`src/rtl/serial_mag_comparator.sv`:
```
// Bit-serial magnitude comparator, MSB first.
// Reuses the 1-bit comparator stage per clock.

module comparator1bit (
   input  logic a,
   input  logic b,
   output logic gt,
   output logic eq,
   output logic lt
);

   assign gt = a & ~b;
   assign eq = ~(a ^ b);
   assign lt = ~a & b;

endmodule

module serial_mag_comparator #(
   parameter int WIDTH      = 8,
   parameter int EARLY_EXIT = 1
) (
   input  logic             clk,
   input  logic             rst_n,
   input  logic             start,
   input  logic [WIDTH-1:0] a_in,
   input  logic [WIDTH-1:0] b_in,
   output logic             busy,
   output logic             done,
   output logic             gt,
   output logic             eq,
   output logic             lt
);

   localparam int CW = (WIDTH > 1) ? $clog2(WIDTH) : 1;

   typedef enum logic {
      IDLE  = 1'b0,
      SHIFT = 1'b1
   } state_t;

   state_t           state;
   state_t           state_nxt;
   logic [WIDTH-1:0] sa;
   logic [WIDTH-1:0] sb;
   logic [CW-1:0]    cnt;
   logic             decided;
   logic             pend_gt;
   logic             bit_gt;
   logic             bit_eq;
   logic             bit_lt;
   logic             fin;
   logic             accept;
   logic             res_gt;
   logic             res_lt;

   comparator1bit u_cmp (
      .a  (sa[WIDTH-1]),
      .b  (sb[WIDTH-1]),
      .gt (bit_gt),
      .eq (bit_eq),
      .lt (bit_lt)
   );

   assign accept = (state == IDLE) && start;
   assign fin    = (state == SHIFT) &&
                   (((EARLY_EXIT != 0) && !bit_eq) ||
                    (cnt == '0));

   // The first differing bit wins; the current bit only
   // counts when nothing has been decided yet.
   assign res_gt = decided ? pend_gt : bit_gt;
   assign res_lt = decided ? ~pend_gt : bit_lt;

   // State register.
   always_ff @(posedge clk or negedge rst_n) begin
      if (!rst_n) state <= IDLE;
      else        state <= state_nxt;
   end

   // Next-state logic.
   always_comb begin
      state_nxt = state;
      unique case (state)
         IDLE:  if (start) state_nxt = SHIFT;
         SHIFT: if (fin)   state_nxt = IDLE;
         default: state_nxt = IDLE;
      endcase
   end

   // Output decode.
   always_comb begin
      busy = (state == SHIFT);
   end

   // Operand shift, bit counter and first-decision capture.
   always_ff @(posedge clk or negedge rst_n) begin
      if (!rst_n) begin
         sa      <= '0;
         sb      <= '0;
         cnt     <= '0;
         decided <= 1'b0;
         pend_gt <= 1'b0;
      end else if (accept) begin
         sa      <= a_in;
         sb      <= b_in;
         cnt     <= CW'(WIDTH - 1);
         decided <= 1'b0;
         pend_gt <= 1'b0;
      end else if (state == SHIFT) begin
         sa <= {sa[WIDTH-2:0], 1'b0};
         sb <= {sb[WIDTH-2:0], 1'b0};
         if (cnt != '0) cnt <= cnt - 1'b1;
         if (!decided && !bit_eq) begin
            decided <= 1'b1;
            pend_gt <= bit_gt;
         end
      end
   end

   // Completion pulse and held word-level result.
   always_ff @(posedge clk or negedge rst_n) begin
      if (!rst_n) begin
         done <= 1'b0;
         gt   <= 1'b0;
         eq   <= 1'b0;
         lt   <= 1'b0;
      end else begin
         done <= fin;
         if (fin) begin
            gt <= res_gt;
            lt <= res_lt;
            eq <= ~res_gt & ~res_lt;
         end
      end
   end

endmodule

```
`config.mk`:
```
export PLATFORM = sky130hd
export DESIGN_NAME = serial_mag_comparator
export DESIGN_NICKNAME = d
export VERILOG_FILES = /design/src/rtl/serial_mag_comparator.sv
export SDC_FILE = /design/constraint.sdc
export NUM_CORES = 1
export LEC_CHECK = 0
export ABC_AREA = 1
export BUFFER_PORTS_ARGS = -buffer_cell sky130_fd_sc_hd__buf_4
export CAP_MARGIN = 20
export CORE_MARGIN = 2
export CORE_UTILIZATION = 57
export CTS_CLUSTER_DIAMETER = 100
export DETAILED_ROUTE_END_ITERATION = 16
export MAX_ROUTING_LAYER = met4
export PLACE_DENSITY = 0.82
export SLEW_MARGIN = 15
export SYNTH_ARGS = -nofsm -noshare
export SYNTH_HDL_FRONTEND = slang
export SYNTH_SLANG_ARGS = --single-unit
```
`constraint.sdc`:
```
create_clock -name clk -period 2.2 [get_ports clk]
set_clock_uncertainty 0.05 [all_clocks]
set_input_delay 0.11 -clock clk [delete_from_list [all_inputs] [get_ports clk]]
set_output_delay 0.11 -clock clk [all_outputs]
set_load 0.1 [all_outputs]
```
==> results of run 1 <==
## where the power goes
group	leakage, µW	internal (µW)	switching [µW]
combinational	0.000487	327	720
clock	0.0000138	64.4	139
sequential	0.000327	690	177
## cells by family after synthesis
logic type	after synthesis	share of synthesized area [%]
adders and majority gates	5	5.10
and+or+nand+nor	92	31.4
AOI/OAI and AO/OA	9	4.49
buffers and inverters	16	5.92
DFF	26	53.1
## per-layer routing
| layer | GRT usage [%] | part of all wire, % | vias up |
|---|---|---|---|
| li1 | - | - | 545 |
| met1 | 28.1 | 45 | 499 |
| met2 | 37.5 | 48 | 30 |
| met3 | 3.57 | 3.4 | 9 |
| met4 | 14.0 | 3.7 | 0 |
| met5 | - | 0 | - |
## worst min path at each step
stage                     cells after the start      to  start
after floorplan                               0    busy  rst_n
after global placement                        1  cnt[2]  rst_n
after detailed placement                      1  cnt[2]  rst_n
after CTS                                     4  cnt[2]  start
after global routing                          4  cnt[2]  start
final                                         4  cnt[2]  start
## sequential cells by signal (all words and copies together), names as in the netlist
signal / count
sa: 8
pend_gt: 1
cnt: 3
sb: 8
decided: 1
done: 1
busy: 1
eq: 1
lt: 1
gt: 1
## through the flow
stage | hold slack, ns | area, µm² | utilization, % | power [µW] | cells
after global placement | -0.0172 | 1410 | 70.2 | 1860 | 194
after floorplan | -0.236 | 1230 | - | 1670 | 148
final | 0.0987 | 1600 | 79.8 | 2120 | 214
after CTS | 0.0916 | 1600 | 79.8 | 2120 | 214
after detailed placement | -0.0176 | 1410 | 70.2 | 1900 | 194
after global routing | 0.112 | 1600 | 79.8 | 2270 | 214
## final cells by class
type                    count  area [µm²]  share of cell area, %
flip-flops and latches     26         651                   40.7
inverters                  12        45.0                   2.82
repair buffers             40         343                   21.5
multi-input cells         106         503                   31.5
well taps                  27        33.8                   2.11
clock buffers               3        22.5                   1.41
## layout by cell type (no fill, tap or decap)
| cell | instances |
|---|---|
| sky130_fd_sc_hd__nand2_1 | 69 |
| sky130_fd_sc_hd__dfrtp_1 | 26 |
| sky130_fd_sc_hd__buf_4 | 23 |
| sky130_fd_sc_hd__dlygate4sd3_1 | 17 |
| sky130_fd_sc_hd__nand3_1 | 16 |
| sky130_fd_sc_hd__inv_1 | 10 |
| sky130_fd_sc_hd__ha_1 | 5 |
| sky130_fd_sc_hd__o211ai_1 | 4 |
| sky130_fd_sc_hd__o21ai_1 | 3 |
| sky130_fd_sc_hd__clkbuf_4 | 3 |
| sky130_fd_sc_hd__inv_2 | 2 |
| sky130_fd_sc_hd__nor2_1 | 2 |
| sky130_fd_sc_hd__nand3_2 | 1 |
| sky130_fd_sc_hd__nor2_4 | 1 |
| sky130_fd_sc_hd__nor2_2 | 1 |
| sky130_fd_sc_hd__a21oi_1 | 1 |
| sky130_fd_sc_hd__nand4_1 | 1 |
| sky130_fd_sc_hd__nor3_1 | 1 |
| sky130_fd_sc_hd__o21ai_0 | 1 |
## repair_timing
item | in CTS | in global routing
setup buffers | 0 | 0
hold buffers | 17 | 0
setup endpoints to repair | 0 | 0
endpoints found under the hold margin | 42 | 0
==> run_summary.xml, run 1 <==
<?xml version="1.0" encoding="UTF-8"?>
<metrics>
  <group name="outcome">
    <metric name="status" unit="">finished clean</metric>
  </group>
  <group name="final_layout">
    <metric name="n_antenna_cell" unit="">0</metric>
    <metric name="final_layout_size_suffix_gt1_share" unit="%">16.6</metric>
    <metric name="final.fill_count" unit="">143</metric>
    <metric name="syn2layout_area_growth" unit="%">30.3</metric>
    <metric name="finish.net_count" unit="">213</metric>
  </group>
  <group name="clocking">
    <metric name="cts.sink_count" unit="">26</metric>
    <metric name="cts_root_buf" unit="">sky130_fd_sc_hd__clkbuf_4</metric>
    <metric name="tritoncts_clock_tree" unit="">done</metric>
    <metric name="cts_buffer_depth" unit="">2</metric>
    <metric name="clock_latency" unit="ns">0.32</metric>
    <metric name="htree_levels" unit="">1</metric>
    <metric name="clkSlewWorstSetupHoldPaths" unit="ns">0.13</metric>
    <metric name="ctsResizeCount" unit="">0</metric>
    <metric name="numCtsBuffers" unit="">3</metric>
  </group>
  <group name="drt">
    <metric name="vias" unit="">1083</metric>
    <metric name="route.final.wire_length" unit="µm">2600</metric>
    <metric name="postRouteAntennaNets" unit="">0</metric>
    <metric name="wire_per_inst" unit="µm">12.2</metric>
    <metric name="avgViaCountPerCell" unit="">5.06</metric>
    <metric name="drt_pass_1_iters" unit="">4</metric>
    <metric name="detailedRoute.firstIterationViolations" unit="">18</metric>
    <metric name="detail_route.drc_violations" unit="">0</metric>
  </group>
  <group name="min_path">
    <metric name="timing.hold.worst.class" unit="">primary input to flop</metric>
  </group>
  <group name="global_route">
    <metric name="grt_max_degree" unit="">27</metric>
    <metric name="antenna_found_initial" unit="">0</metric>
    <metric name="vias_in_the_first_global_route" unit="">993</metric>
    <metric name="globalRouteTotalUtil" unit="%">23.4</metric>
    <metric name="grt.overflow.total" unit="">0</metric>
    <metric name="wire_length_of_the_first_global_routing_pass" unit="µm">4280</metric>
  </group>
  <group name="timing">
    <metric name="layout_worst_path_cycle_share" unit="%">79.4</metric>
    <metric name="tightestPinTransition" unit="ns">0.739</metric>
    <metric name="post-route-min-period" unit="ns">1.75</metric>
    <metric name="post-route-worst-setup-slack" unit="ns">0.454</metric>
    <metric name="report.final.hold_viol_count" unit="">0</metric>
    <metric name="max_slew_margin" unit="%">50.7</metric>
    <metric name="report.final.setup_viol" unit="">0</metric>
    <metric name="report.final.slew_viol_count" unit="">0</metric>
    <metric name="max_clock_freq" unit="MHz">573</metric>
    <metric name="unrepaired_setup_endpoints_after_global_routing" unit="">no</metric>
    <metric name="setup_tns" unit="ns">0</metric>
  </group>
  <group name="synthesis">
    <metric name="mappedNetlistNets" unit="">172</metric>
    <metric name="postSynthRegisterBits" unit="">26</metric>
    <metric name="mappedNetlistArea" unit="µm²">1230</metric>
    <metric name="ys_seq_area_share" unit="%">53.1</metric>
    <metric name="synth-edff-count" unit="">0</metric>
    <metric name="synthesis.yosys.warnings" unit="">0</metric>
    <metric name="synth_cell_types" unit="">18</metric>
    <metric name="most_numerous_cell_types_in_the_synthesized_netlist" unit="">sky130_fd_sc_hd__nand2_1, sky130_fd_sc_hd__dfrtp_1, sky130_fd_sc_hd__nand3_1</metric>
    <metric name="syn_area_per_cell" unit="µm²">8.28</metric>
    <metric name="synth.largest_area_cell" unit="">sky130_fd_sc_hd__dfrtp_1</metric>
    <metric name="synth_largest_type_area_fraction" unit="%">53.1</metric>
    <metric name="synth.area.top_cells" unit="">sky130_fd_sc_hd__dfrtp_1, sky130_fd_sc_hd__nand2_1, sky130_fd_sc_hd__nand3_1, sky130_fd_sc_hd__ha_1, sky130_fd_sc_hd__inv_1</metric>
    <metric name="most_repeated_cell_in_the_gate_level_netlist_after_synthesis" unit="">sky130_fd_sc_hd__nand2_1</metric>
    <metric name="synth_ff_type" unit="">sky130_fd_sc_hd__dfrtp_1</metric>
    <metric name="asyncSetResetFlopFracSynth" unit="%">100</metric>
    <metric name="post_synth_inst_count" unit="">148</metric>
  </group>
  <group name="die">
    <metric name="fp.dieArea" unit="µm²">2540</metric>
    <metric name="die-width" unit="µm">50.4</metric>
    <metric name="row_count" unit="">16</metric>
    <metric name="area_of_the_core_region" unit="µm²">2000</metric>
    <metric name="top_level_ports" unit="">24</metric>
    <metric name="die_height" unit="µm">50.4</metric>
    <metric name="floorplan.initialDensity" unit="%">61.2</metric>
  </group>
  <group name="placement">
    <metric name="hpwl" unit="µm">1730</metric>
    <metric name="routabilityCongestion" unit="">0.809</metric>
    <metric name="dp_slack" unit="ns">0.636</metric>
    <metric name="place.port_buffers" unit="">23</metric>
  </group>
  <group name="power_and_ir_drop">
    <metric name="ir_drop" unit="mV">0.767</metric>
    <metric name="power.leakage" unit="µW">0.000828</metric>
    <metric name="power.density" unit="nW/µm²">1330</metric>
  </group>
  <group name="critical_path">
    <metric name="worst_r2r_path_depth" unit="">3</metric>
    <metric name="reg2reg_setup_slack" unit="ns">0.59</metric>
    <metric name="timing.critical_path.slowest_cell_delay" unit="ns">0.84</metric>
    <metric name="timing.setup.critical_path_class" unit="">flop to output port</metric>
    <metric name="timing.critical_path.depth" unit="">1</metric>
    <metric name="endpoint" unit="">busy</metric>
    <metric name="worst_path_max_delay_cell" unit="">sky130_fd_sc_hd__dfrtp_1</metric>
    <metric name="cp-end-kind" unit="">output port</metric>
    <metric name="crit-reg2reg-capture" unit="">sa[5]</metric>
    <metric name="source_of_the_critical_timing_path" unit="">busy</metric>
    <metric name="critical_path.max_fanout" unit="">20</metric>
    <metric name="critPathArrivalTime" unit="ns">1.59</metric>
    <metric name="timing.critical_path.required" unit="ns">2.04</metric>
    <metric name="timing.critical_path.from_type" unit="">flop</metric>
    <metric name="cp.buffers_inverters" unit="">1</metric>
    <metric name="worst_path_dominant_cell_family" unit="">flip-flops</metric>
    <metric name="timing.critical_path.cells" unit="">buf_4</metric>
    <metric name="regToRegStartpoint" unit="">busy</metric>
  </group>
  <group name="job">
    <metric name="drv.max_cap_violation_count" unit="">0</metric>
  </group>
</metrics>
No activity file was read; power rests on OpenSTA's default activity.
==> run 2: changes to the inputs <==
- CORE_UTILIZATION: 57 -> 48
- PLACE_DENSITY: 0.82 -> 0.74
- clock period: 2.2 -> 1.5 ns (I/O delays scaled with it)
==> run_summary.xml, run 2 (synthesis gave the netlist of run 1 again) <==
<?xml version="1.0" encoding="UTF-8"?>
<metrics>
  <group name="final_layout">
    <metric name="syn2layout_area_growth" unit="%">33.8</metric>
    <metric name="layout_common_cells" unit="">sky130_fd_sc_hd__nand2_1, sky130_fd_sc_hd__dfrtp_1, sky130_fd_sc_hd__buf_4</metric>
    <metric name="final_layout_size_suffix_gt1_share" unit="%">18.0</metric>
    <metric name="finish.net_count" unit="">214</metric>
    <metric name="largestRegisters" unit="">sa x8, sb x8, cnt x3</metric>
    <metric name="mostFrequentLayoutCell" unit="">sky130_fd_sc_hd__nand2_1</metric>
    <metric name="n_antenna_cell" unit="">0</metric>
    <metric name="layoutNonFillerInstCount" unit="">219</metric>
    <metric name="postLayoutCellArea" unit="µm²">1640</metric>
  </group>
  <group name="critical_path">
    <metric name="reg2reg_setup_slack" unit="ns">0.16</metric>
    <metric name="critical_path.max_fanout" unit="">12</metric>
    <metric name="timing.critical_path.depth" unit="">1</metric>
    <metric name="cp-end-kind" unit="">output port</metric>
    <metric name="cp.buffers_inverters" unit="">1</metric>
    <metric name="timing.critical_path.from_type" unit="">flop</metric>
    <metric name="timing.setup.critical_path_class" unit="">flop to output port</metric>
    <metric name="timing.critical_path.slowest_cell_delay" unit="ns">0.56</metric>
    <metric name="worst_path_max_delay_cell" unit="">sky130_fd_sc_hd__dfrtp_2</metric>
    <metric name="regToRegStartpoint" unit="">sb[7]</metric>
    <metric name="worst_path_dominant_cell_family" unit="">flip-flops</metric>
    <metric name="worst_r2r_path_depth" unit="">7</metric>
    <metric name="critPathArrivalTime" unit="ns">1.23</metric>
    <metric name="crit-reg2reg-capture" unit="">lt</metric>
    <metric name="timing.critical_path.cells" unit="">buf_4</metric>
    <metric name="timing.critical_path.required" unit="ns">1.37</metric>
  </group>
  <group name="placement">
    <metric name="routabilityCongestion" unit="">0.810</metric>
    <metric name="place.detailed.instances" unit="">198</metric>
    <metric name="hpwl" unit="µm">1770</metric>
    <metric name="place.port_buffers" unit="">23</metric>
    <metric name="postPlaceCellArea" unit="µm²">1420</metric>
  </group>
  <group name="timing">
    <metric name="setup_tns" unit="ns">0</metric>
    <metric name="max_clock_freq" unit="MHz">736</metric>
    <metric name="layout_worst_path_cycle_share" unit="%">90.6</metric>
    <metric name="tightestPinTransition" unit="ns">0.512</metric>
    <metric name="report.final.setup_viol" unit="">0</metric>
    <metric name="max_slew_margin" unit="%">65.8</metric>
    <metric name="report.final.hold_viol_count" unit="">0</metric>
    <metric name="post-route-min-period" unit="ns">1.36</metric>
    <metric name="unrepaired_setup_endpoints_after_global_routing" unit="">no</metric>
    <metric name="report.final.slew_viol_count" unit="">0</metric>
  </group>
  <group name="drt">
    <metric name="avgViaCountPerCell" unit="">5.13</metric>
    <metric name="detailedRoute.firstIterationViolations" unit="">26</metric>
    <metric name="route.final.wire_length" unit="µm">2730</metric>
    <metric name="detail_route.drc_violations" unit="">0</metric>
    <metric name="postRouteAntennaNets" unit="">0</metric>
    <metric name="wire_per_inst" unit="µm">12.5</metric>
    <metric name="vias" unit="">1123</metric>
    <metric name="drt_pass_1_iters" unit="">6</metric>
  </group>
  <group name="min_path">
    <metric name="hold_path_end" unit="">cnt[2]</metric>
    <metric name="worstHoldPathCells" unit="">4</metric>
    <metric name="timing.hold.worst.class" unit="">primary input to flop</metric>
    <metric name="hp-start" unit="">start</metric>
  </group>
  <group name="job">
    <metric name="drv.max_cap_violation_count" unit="">0</metric>
  </group>
  <group name="die">
    <metric name="die_height" unit="µm">54.5</metric>
    <metric name="area_of_the_core_region" unit="µm²">2450</metric>
    <metric name="die-width" unit="µm">54.5</metric>
    <metric name="floorplan.initialDensity" unit="%">49.9</metric>
    <metric name="fp.dieArea" unit="µm²">2970</metric>
    <metric name="row_count" unit="">18</metric>
    <metric name="top_level_ports" unit="">24</metric>
  </group>
  <group name="power_and_ir_drop">
    <metric name="ir_drop" unit="mV">1.28</metric>
    <metric name="power.leakage" unit="µW">0.000846</metric>
    <metric name="power.density" unit="nW/µm²">2040</metric>
  </group>
  <group name="clocking">
    <metric name="numCtsBuffers" unit="">3</metric>
    <metric name="htree_levels" unit="">1</metric>
    <metric name="cts_buffer_depth" unit="">2</metric>
    <metric name="cts_root_buf" unit="">sky130_fd_sc_hd__clkbuf_4</metric>
    <metric name="cts.sink_count" unit="">26</metric>
    <metric name="clock_latency" unit="ns">0.32</metric>
    <metric name="tritoncts_clock_tree" unit="">done</metric>
    <metric name="clkSlewWorstSetupHoldPaths" unit="ns">0.14</metric>
  </group>
  <group name="global_route">
    <metric name="globalRouteTotalUtil" unit="%">23.4</metric>
    <metric name="wire_length_of_the_first_global_routing_pass" unit="µm">4800</metric>
    <metric name="grt.overflow.total" unit="">0</metric>
    <metric name="antenna_found_initial" unit="">0</metric>
    <metric name="grt_max_degree" unit="">27</metric>
    <metric name="vias_in_the_first_global_route" unit="">1151</metric>
  </group>
  <group name="outcome">
    <metric name="status" unit="">finished clean</metric>
  </group>
</metrics>
==> run 2: cell count changes in the layout (fill, tap and decap cells not counted) <==
cell,previous run,this run
sky130_fd_sc_hd__dfrtp_1,26,25
sky130_fd_sc_hd__dfrtp_2,0,1
sky130_fd_sc_hd__buf_4,23,24
sky130_fd_sc_hd__bufinv_16,0,1
==> run 2: how the worst max path moves through the flow <==
stage	start	to	slack (ns)
final	busy	busy	0.14
after global routing	sb[7]	gt	0.02
after CTS	busy	busy	0.13
after detailed placement	busy	sa[1]	0.17
after global placement	busy	sb[1]	0.20
after floorplan	busy	cnt[1]	0.03
==> run 2: metrics by stage <==
step | util, % | setup slack [ns] | total power (µW) | hold slack, ns
2_1_floorplan | - | 0.0273 | 2460 | -0.271
3_3_place_gp | 57.7 | 0.198 | 2760 | -0.0485
3_5_place_dp | 57.7 | 0.172 | 2820 | -0.0479
4_1_cts | 66.8 | 0.129 | 3360 | 0.0510
5_1_grt | 66.8 | 0.0230 | 3620 | 0.0692
6_report | 66.8 | 0.141 | 3340 | 0.0573
==> run 2: report_power, final <==
group / internal (µW) / switching [µW] / total (µW)
clock: 270 / 214 / 484
combinational: 501 / 1100 / 1600
sequential: 1020 / 237 / 1250
==> run 2: cell type report <==
class	count	area, µm²
fillers	195	815
repair buffers	41	350
flip-flops and latches	26	652
well taps	30	37.5
clock buffers	3	22.5
multi-input cells	106	503
clock inverters	1	30.0
inverters	12	45.0
==> run 2: timing repair <==
action	4_1_cts	5_1_grt
hold endpoints to repair	42	0
hold buffers	17	0
setup buffers	0	0
resized for setup	0	0
==> run 2: routing by layer <==
| metal | global-route usage (%) | routed length [µm] | up-vias |
|---|---|---|---|
| li1 | - | - | 551 |
| met1 | 26.4 | 1120 | 541 |
| met2 | 42.8 | 1510 | 29 |
| met3 | 2.46 | 85 | 2 |
| met4 | 7.92 | 15 | 0 |
| met5 | - | 0 | - |
==> run 2: tightest hold or removal path: cells and delay by family <==
family | cells | cell delay, ns
AND/OR/NAND/NOR | 3 | 0.23
buffers and inverters | 1 | 0.10
==> run 3: changes to the inputs <==
- SYNTH_HIERARCHICAL: not set -> 1
==> run_summary.xml, run 3 <==
<?xml version="1.0" encoding="UTF-8"?>
<metrics>
  <group name="die">
    <metric name="floorplan.initialDensity" unit="%">50.4</metric>
    <metric name="die-width" unit="µm">55.0</metric>
    <metric name="area_of_the_core_region" unit="µm²">2480</metric>
    <metric name="top_level_ports" unit="">24</metric>
    <metric name="fp.dieArea" unit="µm²">3030</metric>
    <metric name="row_count" unit="">18</metric>
    <metric name="die_height" unit="µm">55.0</metric>
  </group>
  <group name="critical_path">
    <metric name="timing.setup.critical_path_class" unit="">flop to output port</metric>
    <metric name="critical_path.max_fanout" unit="">19</metric>
    <metric name="worst_path_max_delay_cell" unit="">sky130_fd_sc_hd__dfrtp_4</metric>
    <metric name="timing.critical_path.cells" unit="">buf_4</metric>
    <metric name="worst_path_dominant_cell_family" unit="">flip-flops</metric>
    <metric name="timing.critical_path.depth" unit="">1</metric>
    <metric name="cp-end-kind" unit="">output port</metric>
    <metric name="timing.critical_path.from_type" unit="">flop</metric>
    <metric name="worst_r2r_path_depth" unit="">4</metric>
    <metric name="timing.critical_path.required" unit="ns">1.37</metric>
    <metric name="timing.critical_path.slowest_cell_delay" unit="ns">0.61</metric>
    <metric name="critPathArrivalTime" unit="ns">1.28</metric>
    <metric name="cp.buffers_inverters" unit="">1</metric>
  </group>
  <group name="final_layout">
    <metric name="fin_util" unit="%">66.8</metric>
    <metric name="layout_common_cells" unit="">sky130_fd_sc_hd__nand2_1, sky130_fd_sc_hd__dfrtp_1, sky130_fd_sc_hd__buf_4</metric>
    <metric name="final_layout_size_suffix_gt1_share" unit="%">19.4</metric>
    <metric name="finish.net_count" unit="">215</metric>
    <metric name="largestRegisters" unit="">sa x8, sb x8, cnt x3</metric>
    <metric name="syn2layout_area_growth" unit="%">32.5</metric>
    <metric name="n_antenna_cell" unit="">0</metric>
    <metric name="mostFrequentLayoutCell" unit="">sky130_fd_sc_hd__nand2_1</metric>
  </group>
  <group name="power_and_ir_drop">
    <metric name="power.density" unit="nW/µm²">2020</metric>
    <metric name="total_power" unit="µW">3340</metric>
    <metric name="power.leakage" unit="µW">0.000858</metric>
    <metric name="ir_drop" unit="mV">1.63</metric>
  </group>
  <group name="drt">
    <metric name="avgViaCountPerCell" unit="">4.76</metric>
    <metric name="detailedRoute.firstIterationViolations" unit="">9</metric>
    <metric name="route.final.wire_length" unit="µm">2470</metric>
    <metric name="wire_per_inst" unit="µm">11.2</metric>
    <metric name="vias" unit="">1052</metric>
    <metric name="detail_route.drc_violations" unit="">0</metric>
    <metric name="drt_pass_1_iters" unit="">4</metric>
    <metric name="postRouteAntennaNets" unit="">0</metric>
  </group>
  <group name="clocking">
    <metric name="clock_latency" unit="ns">0.32</metric>
    <metric name="tritoncts_clock_tree" unit="">done</metric>
    <metric name="cts.sink_count" unit="">26</metric>
    <metric name="htree_levels" unit="">1</metric>
    <metric name="cts_buffer_depth" unit="">2</metric>
    <metric name="cts_root_buf" unit="">sky130_fd_sc_hd__clkbuf_4</metric>
    <metric name="numCtsBuffers" unit="">3</metric>
    <metric name="post_cts_buffers" unit="">0</metric>
    <metric name="clkSlewWorstSetupHoldPaths" unit="ns">0.15</metric>
  </group>
  <group name="global_route">
    <metric name="wire_length_of_the_first_global_routing_pass" unit="µm">4120</metric>
    <metric name="vias_in_the_first_global_route" unit="">1005</metric>
    <metric name="grt_max_degree" unit="">27</metric>
    <metric name="globalRouteTotalUtil" unit="%">20.0</metric>
    <metric name="grt.overflow.total" unit="">0</metric>
    <metric name="antenna_found_initial" unit="">0</metric>
  </group>
  <group name="synthesis">
    <metric name="synthesis.yosys.warnings" unit="">6</metric>
    <metric name="postSynthRegisterBits" unit="">26</metric>
    <metric name="most_numerous_cell_types_in_the_synthesized_netlist" unit="">sky130_fd_sc_hd__nand2_1, sky130_fd_sc_hd__dfrtp_1, sky130_fd_sc_hd__nand3_1</metric>
    <metric name="asyncSetResetFlopFracSynth" unit="%">100</metric>
    <metric name="synth_ff_type" unit="">sky130_fd_sc_hd__dfrtp_1</metric>
    <metric name="synth_largest_type_area_fraction" unit="%">52.1</metric>
    <metric name="synth_cell_types" unit="">17</metric>
    <metric name="ys_seq_area_share" unit="%">52.1</metric>
    <metric name="syn_area_per_cell" unit="µm²">8.32</metric>
    <metric name="mappedNetlistNets" unit="">173</metric>
    <metric name="synth.area.top_cells" unit="">sky130_fd_sc_hd__dfrtp_1, sky130_fd_sc_hd__nand2_1, sky130_fd_sc_hd__nand3_1, sky130_fd_sc_hd__ha_1, sky130_fd_sc_hd__inv_1</metric>
    <metric name="most_repeated_cell_in_the_gate_level_netlist_after_synthesis" unit="">sky130_fd_sc_hd__nand2_1</metric>
    <metric name="synth-edff-count" unit="">0</metric>
    <metric name="post_synth_inst_count" unit="">150</metric>
    <metric name="synth.largest_area_cell" unit="">sky130_fd_sc_hd__dfrtp_1</metric>
    <metric name="mappedNetlistArea" unit="µm²">1250</metric>
  </group>
  <group name="timing">
    <metric name="report.final.hold_viol_count" unit="">0</metric>
    <metric name="tightestPinTransition" unit="ns">0.375</metric>
    <metric name="post-route-min-period" unit="ns">1.40</metric>
    <metric name="setup_tns" unit="ns">0</metric>
    <metric name="layout_worst_path_cycle_share" unit="%">93.5</metric>
    <metric name="report.final.slew_viol_count" unit="">0</metric>
    <metric name="report.final.setup_viol" unit="">0</metric>
    <metric name="unrepaired_setup_endpoints_after_global_routing" unit="">no</metric>
    <metric name="max_slew_margin" unit="%">74.9</metric>
    <metric name="max_clock_freq" unit="MHz">713</metric>
  </group>
  <group name="outcome">
    <metric name="status" unit="">finished clean</metric>
  </group>
  <group name="placement">
    <metric name="hpwl" unit="µm">1700</metric>
    <metric name="routabilityCongestion" unit="">0.794</metric>
    <metric name="place.port_buffers" unit="">23</metric>
  </group>
  <group name="min_path">
    <metric name="worstHoldPathCells" unit="">4</metric>
    <metric name="timing.hold.worst.class" unit="">primary input to flop</metric>
  </group>
  <group name="job">
    <metric name="drv.max_cap_violation_count" unit="">0</metric>
  </group>
</metrics>
[run 3: cell count changes after synthesis, moves of 2 or more]
cell                       before  now
sky130_fd_sc_hd__nand2_2        0    2
sky130_fd_sc_hd__buf_6          0    3
sky130_fd_sc_hd__o211ai_1       4    2
sky130_fd_sc_hd__nand3_1       16   18
sky130_fd_sc_hd__buf_4          3    0
[run 3: metrics by stage]
stage | hold WS (ns) | instance area, µm² | cells | worst slack, ns
floorplan | -0.271 | 1250 | 150 | 0.115
global placement | -0.0510 | 1430 | 200 | 0.222
detailed placement | -0.0497 | 1430 | 200 | 0.191
CTS | 0.00526 | 1650 | 221 | 0.0153
global route | 0.0159 | 1650 | 221 | 0.0424
finish | 0.00837 | 1650 | 221 | 0.0975
[run 3: path summary, 6_finish.rpt]
kind,slack (ns),end,startpoint
max,0.1,busy,busy
min,0.008,cnt[2],start
min reg2reg,0.46,sa[2],sa[1]
max in group asynchronous,1.00,busy,rst_n
min in group asynchronous,0.12,sa[7],rst_n
max reg2reg,0.16,sa[1],busy
[run 3: cell families after synthesis]
group                      after synthesis  synth area share, %
buffers and inverters                   18                 7.31
and+or+nand+nor                         95                 33.2
AOI/OAI and AO/OA                        7                 3.41
adders and majority gates                4                 4.01
DFF                                     26                 52.1
[run 3: metal layers]
| layer | part of all wire (%) | track usage [%] | wire length (µm) | vias to the layer above |
|---|---|---|---|---|
| met4 | 0.77 | 7.32 | 19 | 0 |
| met5 | 0 | - | 0 | - |
| met2 | 53 | 33.3 | 1310 | 13 |
| met3 | 2.1 | 2.42 | 52 | 2 |
| li1 | - | - | - | 552 |
| met1 | 44 | 25.0 | 1090 | 485 |
[run 3: cell type report]
class | count | area (µm²)
flip-flops and latches | 26 | 654
clock buffers | 3 | 22.5
clock inverters | 1 | 30.0
multi-input cells | 106 | 507
well taps | 30 | 37.5
inverters | 14 | 52.6
repair buffers | 41 | 350
fillers | 212 | 823
[run 3: what timing repair did]
item,in CTS,in global routing
gates resized for setup,0,1
hold buffers,17,0
hold endpoints to repair,42,0
endpoints found under the setup margin,0,1
[run 3: power breakdown]
group / internal, µW / switching [µW] / leakage (µW)
logic: 513 / 1060 / 0.000504
clock network: 270 / 211 / 0.0000279
registers: 1020 / 267 / 0.000327
